==> src/rtl/operand_combiner_if.sv <==
// Handshake bundle between the three-slot accumulator, the combiner and the
// next stage: operand triple plus done/consume upstream, result valid/ready
// downstream.
interface operand_combiner_if #(
    parameter int unsigned WIDTH  = 8,
    parameter int unsigned RWIDTH = 16
);
    logic [1:0]        op_mode;
    logic [WIDTH-1:0]  r0;
    logic [WIDTH-1:0]  r1;
    logic [WIDTH-1:0]  r2;
    logic              r0_valid;
    logic              r1_valid;
    logic              r2_valid;
    logic              done;
    logic              consume;
    logic              busy;
    logic [RWIDTH-1:0] result;
    logic              result_valid;
    logic              result_ready;

    // Upstream accumulator plus downstream consumer side.
    modport master (
        output op_mode, r0, r1, r2, r0_valid, r1_valid, r2_valid, done,
        output result_ready,
        input  consume, busy, result, result_valid
    );

    // Combiner side.
    modport slave (
        input  op_mode, r0, r1, r2, r0_valid, r1_valid, r2_valid, done,
        input  result_ready,
        output consume, busy, result, result_valid
    );
endinterface

==> src/rtl/operand_combiner.sv <==
// Operand combiner: captures a complete operand triple from the accumulator,
// computes MAC / SUM / MIN / MAX (MAC via an iterative shift-add multiplier)
// and offers the zero-extended result on a valid/ready handshake.
module operand_combiner #(
    parameter int unsigned WIDTH  = 8,
    parameter int unsigned RWIDTH = 16
) (
    input logic               clk,
    input logic               reset,
    operand_combiner_if.slave bus
);
    localparam int unsigned CW = (WIDTH > 1) ? $clog2(WIDTH) : 1;
    localparam logic [CW-1:0] LAST_BIT = CW'(WIDTH - 1);

    typedef enum logic [1:0] {IDLE, MUL, CALC, OUT} state_t;

    state_t            state_q, state_d;
    logic              capture;
    logic [WIDTH-1:0]  a_q, b_q, c_q;
    logic [1:0]        mode_q;
    logic [RWIDTH-1:0] product_q;
    logic [CW-1:0]     count_q;
    logic [RWIDTH-1:0] result_q;
    logic              consume_q;
    logic [RWIDTH-1:0] ea, eb, ec, lo_ab, hi_ab, calc_d;

    assign capture = (state_q == IDLE) && bus.done &&
                     bus.r0_valid && bus.r1_valid && bus.r2_valid;

    // State register.
    always_ff @(posedge clk) begin
        if (!reset) state_q <= IDLE;
        else        state_q <= state_d;
    end

    // Next-state logic.
    always_comb begin
        state_d = state_q;
        case (state_q)
            IDLE: if (capture) state_d = (bus.op_mode == 2'b00) ? MUL : CALC;
            MUL:  if (count_q == LAST_BIT) state_d = CALC;
            CALC: state_d = OUT;
            OUT:  if (bus.result_ready) state_d = IDLE;
            default: state_d = IDLE;
        endcase
    end

    // Result function of the latched operands, evaluated in CALC.
    always_comb begin
        ea     = RWIDTH'(a_q);
        eb     = RWIDTH'(b_q);
        ec     = RWIDTH'(c_q);
        lo_ab  = (ea < eb) ? ea : eb;
        hi_ab  = (ea > eb) ? ea : eb;
        calc_d = '0;
        case (mode_q)
            2'b00: calc_d = product_q + ec;
            2'b01: calc_d = ea + eb + ec;
            2'b10: calc_d = (lo_ab < ec) ? lo_ab : ec;
            2'b11: calc_d = (hi_ab > ec) ? hi_ab : ec;
            default: calc_d = '0;
        endcase
    end

    // Operand capture, shift-add multiply, result register and consume pulse.
    always_ff @(posedge clk) begin
        if (!reset) begin
            a_q       <= '0;
            b_q       <= '0;
            c_q       <= '0;
            mode_q    <= '0;
            product_q <= '0;
            count_q   <= '0;
            result_q  <= '0;
            consume_q <= 1'b0;
        end else begin
            consume_q <= capture;
            if (capture) begin
                a_q       <= bus.r0;
                b_q       <= bus.r1;
                c_q       <= bus.r2;
                mode_q    <= bus.op_mode;
                product_q <= '0;
                count_q   <= '0;
            end
            if (state_q == MUL) begin
                if (b_q[count_q])
                    product_q <= product_q + (RWIDTH'(a_q) << count_q);
                count_q <= count_q + 1'b1;
            end
            if (state_q == CALC)
                result_q <= calc_d;
        end
    end

    assign bus.consume      = consume_q;
    assign bus.busy         = (state_q != IDLE);
    assign bus.result_valid = (state_q == OUT);
    assign bus.result       = result_q;
endmodule

==> src/flat_wrapper.sv <==
// flat-port wrapper written by rule: the top's interface ports become plain ports
module operand_combiner_flat 
#(
    parameter int unsigned WIDTH  = 8,
    parameter int unsigned RWIDTH = 16
)
  (clk, reset, bus_op_mode, bus_r0, bus_r1, bus_r2, bus_r0_valid, bus_r1_valid, bus_r2_valid, bus_done, bus_result_ready, bus_consume, bus_busy, bus_result, bus_result_valid);
  operand_combiner_if #(.WIDTH(WIDTH), .RWIDTH(RWIDTH)) bus_i ();
  input logic clk;
  input logic reset;
  input wire logic [$bits(bus_i.op_mode)-1:0] bus_op_mode;
  input wire logic [$bits(bus_i.r0)-1:0] bus_r0;
  input wire logic [$bits(bus_i.r1)-1:0] bus_r1;
  input wire logic [$bits(bus_i.r2)-1:0] bus_r2;
  input wire logic [$bits(bus_i.r0_valid)-1:0] bus_r0_valid;
  input wire logic [$bits(bus_i.r1_valid)-1:0] bus_r1_valid;
  input wire logic [$bits(bus_i.r2_valid)-1:0] bus_r2_valid;
  input wire logic [$bits(bus_i.done)-1:0] bus_done;
  input wire logic [$bits(bus_i.result_ready)-1:0] bus_result_ready;
  output wire logic [$bits(bus_i.consume)-1:0] bus_consume;
  output wire logic [$bits(bus_i.busy)-1:0] bus_busy;
  output wire logic [$bits(bus_i.result)-1:0] bus_result;
  output wire logic [$bits(bus_i.result_valid)-1:0] bus_result_valid;
  assign bus_i.op_mode = bus_op_mode;
  assign bus_i.r0 = bus_r0;
  assign bus_i.r1 = bus_r1;
  assign bus_i.r2 = bus_r2;
  assign bus_i.r0_valid = bus_r0_valid;
  assign bus_i.r1_valid = bus_r1_valid;
  assign bus_i.r2_valid = bus_r2_valid;
  assign bus_i.done = bus_done;
  assign bus_i.result_ready = bus_result_ready;
  assign bus_consume = bus_i.consume;
  assign bus_busy = bus_i.busy;
  assign bus_result = bus_i.result;
  assign bus_result_valid = bus_i.result_valid;
  operand_combiner #(.WIDTH(WIDTH), .RWIDTH(RWIDTH)) u_core (.clk(clk), .reset(reset), .bus(bus_i));
endmodule
==> config.mk <==
export PLATFORM = sky130hd
export DESIGN_NAME = operand_combiner_flat
export DESIGN_NICKNAME = d
export VERILOG_FILES = /design/src/rtl/operand_combiner_if.sv /design/src/rtl/operand_combiner.sv /design/src/flat_wrapper.sv
export SDC_FILE = /design/constraint.sdc
export NUM_CORES = 1
export LEC_CHECK = 0
export BUFFER_PORTS_ARGS = -buffer_cell sky130_fd_sc_hd__buf_2
export CORE_ASPECT_RATIO = 0.5
export CORE_MARGIN = 2
export CORE_UTILIZATION = 61
export DETAILED_ROUTE_END_ITERATION = 10
export PLACE_DENSITY_LB_ADDON = 0.25
export SYNTH_ARGS = -nofsm -noshare
export SYNTH_HDL_FRONTEND = slang
export SYNTH_SLANG_ARGS = --single-unit
==> constraint.sdc <==
create_clock -name clk -period 5.3 [get_ports clk]
set_clock_uncertainty 0.15 [all_clocks]
set_input_delay 1.325 -clock clk [delete_from_list [all_inputs] [get_ports clk]]
set_output_delay 1.325 -clock clk [all_outputs]
set_load 0.1 [all_outputs]
### Word-level counts from Yosys, hierarchy flattened

Index checks and enable logic that the tools add are counted.

| storage, ports and cells | value |
|---|---|
| register bits after elaboration | 64 |
| logic and storage cells | 57 |
| bits of input ports | 33 |

| operators by class | value |
|---|---|
| equal/unequal tests | 10 |
| add/subtract/negate cells | 5 |
| shift-type cells | 1 |
| $lt $le $gt $ge | 5 |
| mux-type cells | 17 |
| reductions and logical operators | 10 |

Operators by type and width:

| cell | number |
|---|---|
| $mux W16 | 5 |
| $pmux W16 S4 | 1 |
| $add A16 B8 Y16 | 2 |
| $add A16 B16 Y16 | 1 |
| $gt A16 B8 Y1 | 1 |
| $lt A16 B8 Y1 | 1 |
| $mux W8 | 2 |
| $shl A8 B3 Y16 | 1 |
| $add A8 B8 Y9 | 1 |
| $eq A2 B2 Y1 const B | 4 |
| $gt A8 B8 Y1 | 1 |
| $lt A8 B8 Y1 | 1 |
| $mux W2 | 4 |
| $pmux W2 S4 | 1 |
| $logic_not A2 Y1 | 3 |
| $mux W3 | 2 |
| $eq A2 B1 Y1 const B | 2 |
| $logic_and A1 B1 Y1 | 4 |
| $lt A3 B4 Y1 const B | 1 |
| $ne A2 B1 Y1 const B | 2 |
| $reduce_bool A2 Y1 | 2 |
| $add A3 B1 Y3 const B | 1 |
| $bmux W1 S3 | 1 |
| $eq A3 B3 Y1 const B | 1 |
| other kinds (3) | 3 |

### Longest topological paths before layout

| logic depth | value |
|---|---|
| depth after elaboration | 8 |
| depth in mapped cells | 16 |
| depth with buffers taken out | 15 |

### Least setup slack after synthesis

OpenSTA, ideal clock, no wires.

| timing | value |
|---|---|
| path type | reg2reg |
| start | reg u_core.b_q[6] |
| end | reg u_core.result_q[2] (netlist: u_core.bus.result[2]) |
| setup slack | 1.603 ns |
| clock period less this slack | 3.697 ns |
| stages on the path, launching flop included | 15 |
| required time | 5.021 ns |
| arrival time | 3.417 ns |
| setup time | 0.129 ns |
| cell sequence | dfxtp_1 inv_1 ha_1 a21o_1 a21oi_4 a21boi_2 mux2_2 ha_1 a211oi_1 a221oi_1 a211oi_1 a21o_1 buf_6 mux2i_1 o211ai_1 |

| between the ends | value |
|---|---|
| longest elaborated chain between the ends | 5 |

Ends and longest elaborated chain:

| item | line | text |
|---|---|---|
| start: declaration | operand_combiner.sv:19 | `logic [WIDTH-1:0] a_q, b_q, c_q;` |
| start signal: assignment | operand_combiner.sv:80 | `b_q <= bus.r1;` |
| $gt A8 B8 Y1 / $lt A8 B8 Y1 (equally long branches) | operand_combiner.sv:54, operand_combiner.sv:53 |  |
| $mux W8 (on tied branches) | operand_combiner.sv:54, operand_combiner.sv:53 |  |
| $gt A16 B8 Y1 / $lt A16 B8 Y1 (equally long branches) | operand_combiner.sv:60, operand_combiner.sv:59 |  |
| $mux W16 (on tied branches) | operand_combiner.sv:60, operand_combiner.sv:59 |  |
| $pmux W16 S4 * | operand_combiner.sv:56 | `case (mode_q)` |
| end signal: assignment | operand_combiner.sv:92 | `result_q <= calc_d;` |
| end: declaration | operand_combiner.sv:23 | `logic [RWIDTH-1:0] result_q;` |

Every way passes the cells marked *; elsewhere a longest branch is shown, timed or not.
A chain may end at the register's enable or synchronous reset.

### Final worst setup path

| timing | value |
|---|---|
| start | reg u_core.a_q[6] |
| end | reg u_core.result_q[1] (netlist: u_core.bus.result[1]) |

| between the ends | value |
|---|---|
| longest elaborated chain between the ends | 5 |

Ends and longest elaborated chain:

| item | line | text |
|---|---|---|
| start: declaration | operand_combiner.sv:19 |  |
| start signal: assignment | operand_combiner.sv:79 | `a_q <= bus.r0;` |
| $gt A8 B8 Y1 / $lt A8 B8 Y1 (equally long branches) | operand_combiner.sv:54, operand_combiner.sv:53 |  |
| $mux W8 (on tied branches) | operand_combiner.sv:54, operand_combiner.sv:53 |  |
| $gt A16 B8 Y1 / $lt A16 B8 Y1 (equally long branches) | operand_combiner.sv:60, operand_combiner.sv:59 |  |
| $mux W16 (on tied branches) | operand_combiner.sv:60, operand_combiner.sv:59 |  |
| $pmux W16 S4 * | operand_combiner.sv:56 |  |

Marks and branches as above.

==> impl_metrics.env <==
export IMPL_dr_wl_met3_um=1550
export IMPL_ant_nets=0
export IMPL_cp_num_buf_inv=0
export IMPL_layout_commonest_cell="nand2_1"
export IMPL_synthFlopType="dfxtp_1"
export IMPL_std_cell_rows=24
export IMPL_synth_cell_area_um2=5700
export IMPL_crit_chain="ha_1 -> a21o_1 -> a21oi_4 -> a21boi_2 -> mux2_2 -> ha_1 -> a211oi_1 -> a221oi_1 -> a211oi_1 -> a21o_1 -> nor3_1 -> o41ai_2"
export IMPL_crit_type="reg2reg"
export IMPL_p_leak_nw=2.73
export IMPL_start_kind="register"
export IMPL_cts_repair_resized=0
export IMPL_fmaxAchievable_mhz=229
export IMPL_vdd_drop_max_mv=0.177
export IMPL_h_tree_depth=3
export IMPL_hold_depth=2
export IMPL_cts_root_buf="clkbuf_16"
export IMPL_clk_latency_ns=0.34
export IMPL_routed_top_layer="met4"
export IMPL_min_from="u_core.bus.result[13]"
export IMPL_cp_arrival_ns=4.44
export IMPL_start_util_pct=64.1
export IMPL_crit_family="compound AO/OA/AOI/OAI gates"
export IMPL_hold_buffers=0
export IMPL_tritoncts="yes"
export IMPL_nets=873
export IMPL_gp_congestion=0.990
export IMPL_ys_async_sr_fraction_pct=0
export IMPL_ys_seq_elements=64
export IMPL_r2r_end="u_core.bus.result[1]"
export IMPL_fill_cells=720
export IMPL_postCtsSetupBuffers=0
export IMPL_layout_drive_gt1_share_pct=14.3
export IMPL_clkSinkCount=64
export IMPL_dr_wl_met2_um=7030
export IMPL_area_growth_pct=11.1
export IMPL_clk_pin_slew_ns=0.06
export IMPL_rsz0062_at_grt="no"
export IMPL_io_pins=52
export IMPL_dp_worst_setup_slack_ns=1.04
export IMPL_postSynthNetCount=831
export IMPL_layout_common_cells="nand2_1, ha_1, dfxtp_1"
export IMPL_status="finished clean"
export IMPL_synth_area_per_cell_um2=7.86
export IMPL_finalMaxSlewViolations=0
export IMPL_rrSetupSlack_ns=0.94
export IMPL_tightest_slew_ns=1.09
export IMPL_crit_path_start="u_core.a_q[6]"
export IMPL_synth_edf_count=0
export IMPL_setup_viol=0
export IMPL_min_to="u_core.bus.result[13]"
export IMPL_period_minus_slack_ns=4.36
export IMPL_vias_per_cell=6.33
export IMPL_die_area_um2=10200
export IMPL_r2r_cells=12
export IMPL_hold_class="reg2reg"
export IMPL_grt_max_degree=37
export IMPL_worst_path_max_fanout=8
export IMPL_drt_met1_wl_um=7650
export IMPL_syn_inst=725
export IMPL_route_vias_total=5617
export IMPL_die_x_um=141
export IMPL_gr_total_overflow=0
export IMPL_critPathSlowestCell="dfxtp_1"
export IMPL_first_pass_iters=5
export IMPL_cts_buffer_depth=2
export IMPL_seq_area_frac_synth_pct=22.5
export IMPL_track_usage_pct=33.1
export IMPL_tns_ns=0
export IMPL_yosysWarningCount=0
export IMPL_io_buffer_count=51
export IMPL_ys_types=70
export IMPL_cp_data_required_time_ns=5.38
export IMPL_cap_violations=0
export IMPL_drc=0
export IMPL_r2r_start="u_core.a_q[6]"
export IMPL_grt_pass1_vias=5116
export IMPL_cts_buffers=9
export IMPL_dp_hpwl_um=12600
export IMPL_chipHeight_um=72.3
export IMPL_avgRoutedWirePerCell_um=18.6
export IMPL_worst_slack_ns=0.939
export IMPL_hold_viol_final=0
export IMPL_endpoint_kind="register"
export IMPL_first_iter_violations=579
export IMPL_slew_headroom_pct=27.6
export IMPL_coreArea_um2=8890
export IMPL_grt_pass1_wl_um=26300
export IMPL_diodes=0
export IMPL_max_stage_delay_ns=0.54
export IMPL_power_density_nw_per_um2=289
export IMPL_drt_wl_total_um=16500
export IMPL_finalCritPeriodShare_pct=82.3
export IMPL_antenna_found_initial=0
[worst reg2reg max path: cells and delay by family, from the launching register on]
family / cells / cell delay, ns
mux: 1 / 0.43
simple gates: 1 / 0.10
compound gates: 8 / 2.37
fa+ha+maj: 2 / 0.68
flops: 1 / 0.54
[area by class of cell]
| cell class | count | area (um^2) | area share, % |
|---|---|---|---|
| multi-input combinational | 591 | 4120 | 65.1 |
| tap | 117 | 146 | 2.31 |
| clock buffer | 10 | 239 | 3.78 |
| timing repair buffer | 56 | 293 | 4.63 |
| clock inverter | 5 | 81.3 | 1.28 |
| sequential | 64 | 1280 | 20.2 |
| inverter | 45 | 169 | 2.67 |
[synthesized netlist by cell type (5+ instances only)]
| master | n | area (um^2) |
|---|---|---|
| a211oi_1 | 7 | 52.6 |
| a21o_1 | 13 | 97.6 |
| a21oi_1 | 61 | 305 |
| a31oi_1 | 12 | 75.1 |
| and3_1 | 8 | 50.1 |
| clkbuf_1 | 16 | 60.1 |
| dfxtp_1 | 64 | 1280 |
| ha_1 | 69 | 863 |
| inv_1 | 44 | 165 |
| mux2_2 | 13 | 146 |
| mux2i_1 | 18 | 180 |
| nand2_1 | 102 | 383 |
| nand3_1 | 26 | 130 |
| nand4_1 | 6 | 37.5 |
| nor2_1 | 41 | 154 |
| nor2b_1 | 11 | 68.8 |
| nor3_1 | 17 | 85.1 |
| o211ai_1 | 7 | 52.6 |
| o21a_1 | 8 | 60.1 |
| o21ai_0 | 38 | 190 |
| o21ai_1 | 8 | 40.0 |
| o21bai_1 | 5 | 37.5 |
| o22ai_1 | 6 | 37.5 |
| o31ai_1 | 8 | 60.1 |
| or2_2 | 5 | 31.3 |
| or3_1 | 8 | 50.1 |
| xnor2_1 | 9 | 78.8 |
| xor2_1 | 21 | 184 |
[metrics by stage]
stage	cells	util [%]	power (mW)	cell area (um^2)	hold slack [ns]
final	888	71.2	1.83	6330	0.298
after global routing	888	71.2	1.90	6330	0.322
after CTS	888	71.2	1.82	6330	0.302
after detailed placement	873	67.6	1.17	6010	0.294
after global placement	873	67.6	1.16	6010	0.284
after floorplan	725	-	1.07	5700	0.309
[report_power, final]
part	total, mW	internal (mW)	switching, mW	leakage (nW)
clock	0.657	0.422	0.235	0.155
combinational	0.609	0.192	0.417	2.06
sequential	0.566	0.514	0.0528	0.517
[how the worst max path moves through the flow]
stage / end / slack, ns / cells after the start
2_1_floorplan: u_core.bus.result[2] / 1.60 / 14
3_3_place_gp: u_core.bus.result[3] / 1.12 / 14
3_5_place_dp: u_core.bus.result[1] / 1.04 / 14
4_1_cts: u_core.bus.result[1] / 1.03 / 14
5_1_grt: u_core.bus.result[2] / 0.73 / 14
6_report: u_core.bus.result[1] / 0.94 / 12
[cell families (layout without fill, tap and decap cells)]
| kind of cell | Yosys count | after routing | share of synthesized area (%) |
|---|---|---|---|
| AO/OA/AOI/OAI | 211 | 211 | 24.4 |
| XOR/XNOR | 30 | 30 | 4.61 |
| adder cells (fa/ha/maj) | 73 | 73 | 16.6 |
| buffers and inverters | 70 | 116 | 5.20 |
| flip-flops | 64 | 64 | 22.5 |
| multiplexers | 35 | 35 | 6.98 |
| AND/OR/NAND/NOR | 242 | 242 | 19.8 |
[state kept, by name, summed over array words and instances (netlist names)]
name,flops
u_core.state_q,2
u_core.b_q,8
u_core.count_q,3
u_core.a_q,8
u_core.bus.result,16
u_core.mode_q,2
u_core.product_q,16
u_core.bus.consume,1
u_core.c_q,8
[metal layers]
metal	GRT usage (%)	vias up
met4	9.11	0
met2	50.7	253
li1	-	2706
met5	0	-
met3	6.67	39
met1	47.7	2619
No activity file was read; power rests on OpenSTA's default activity.
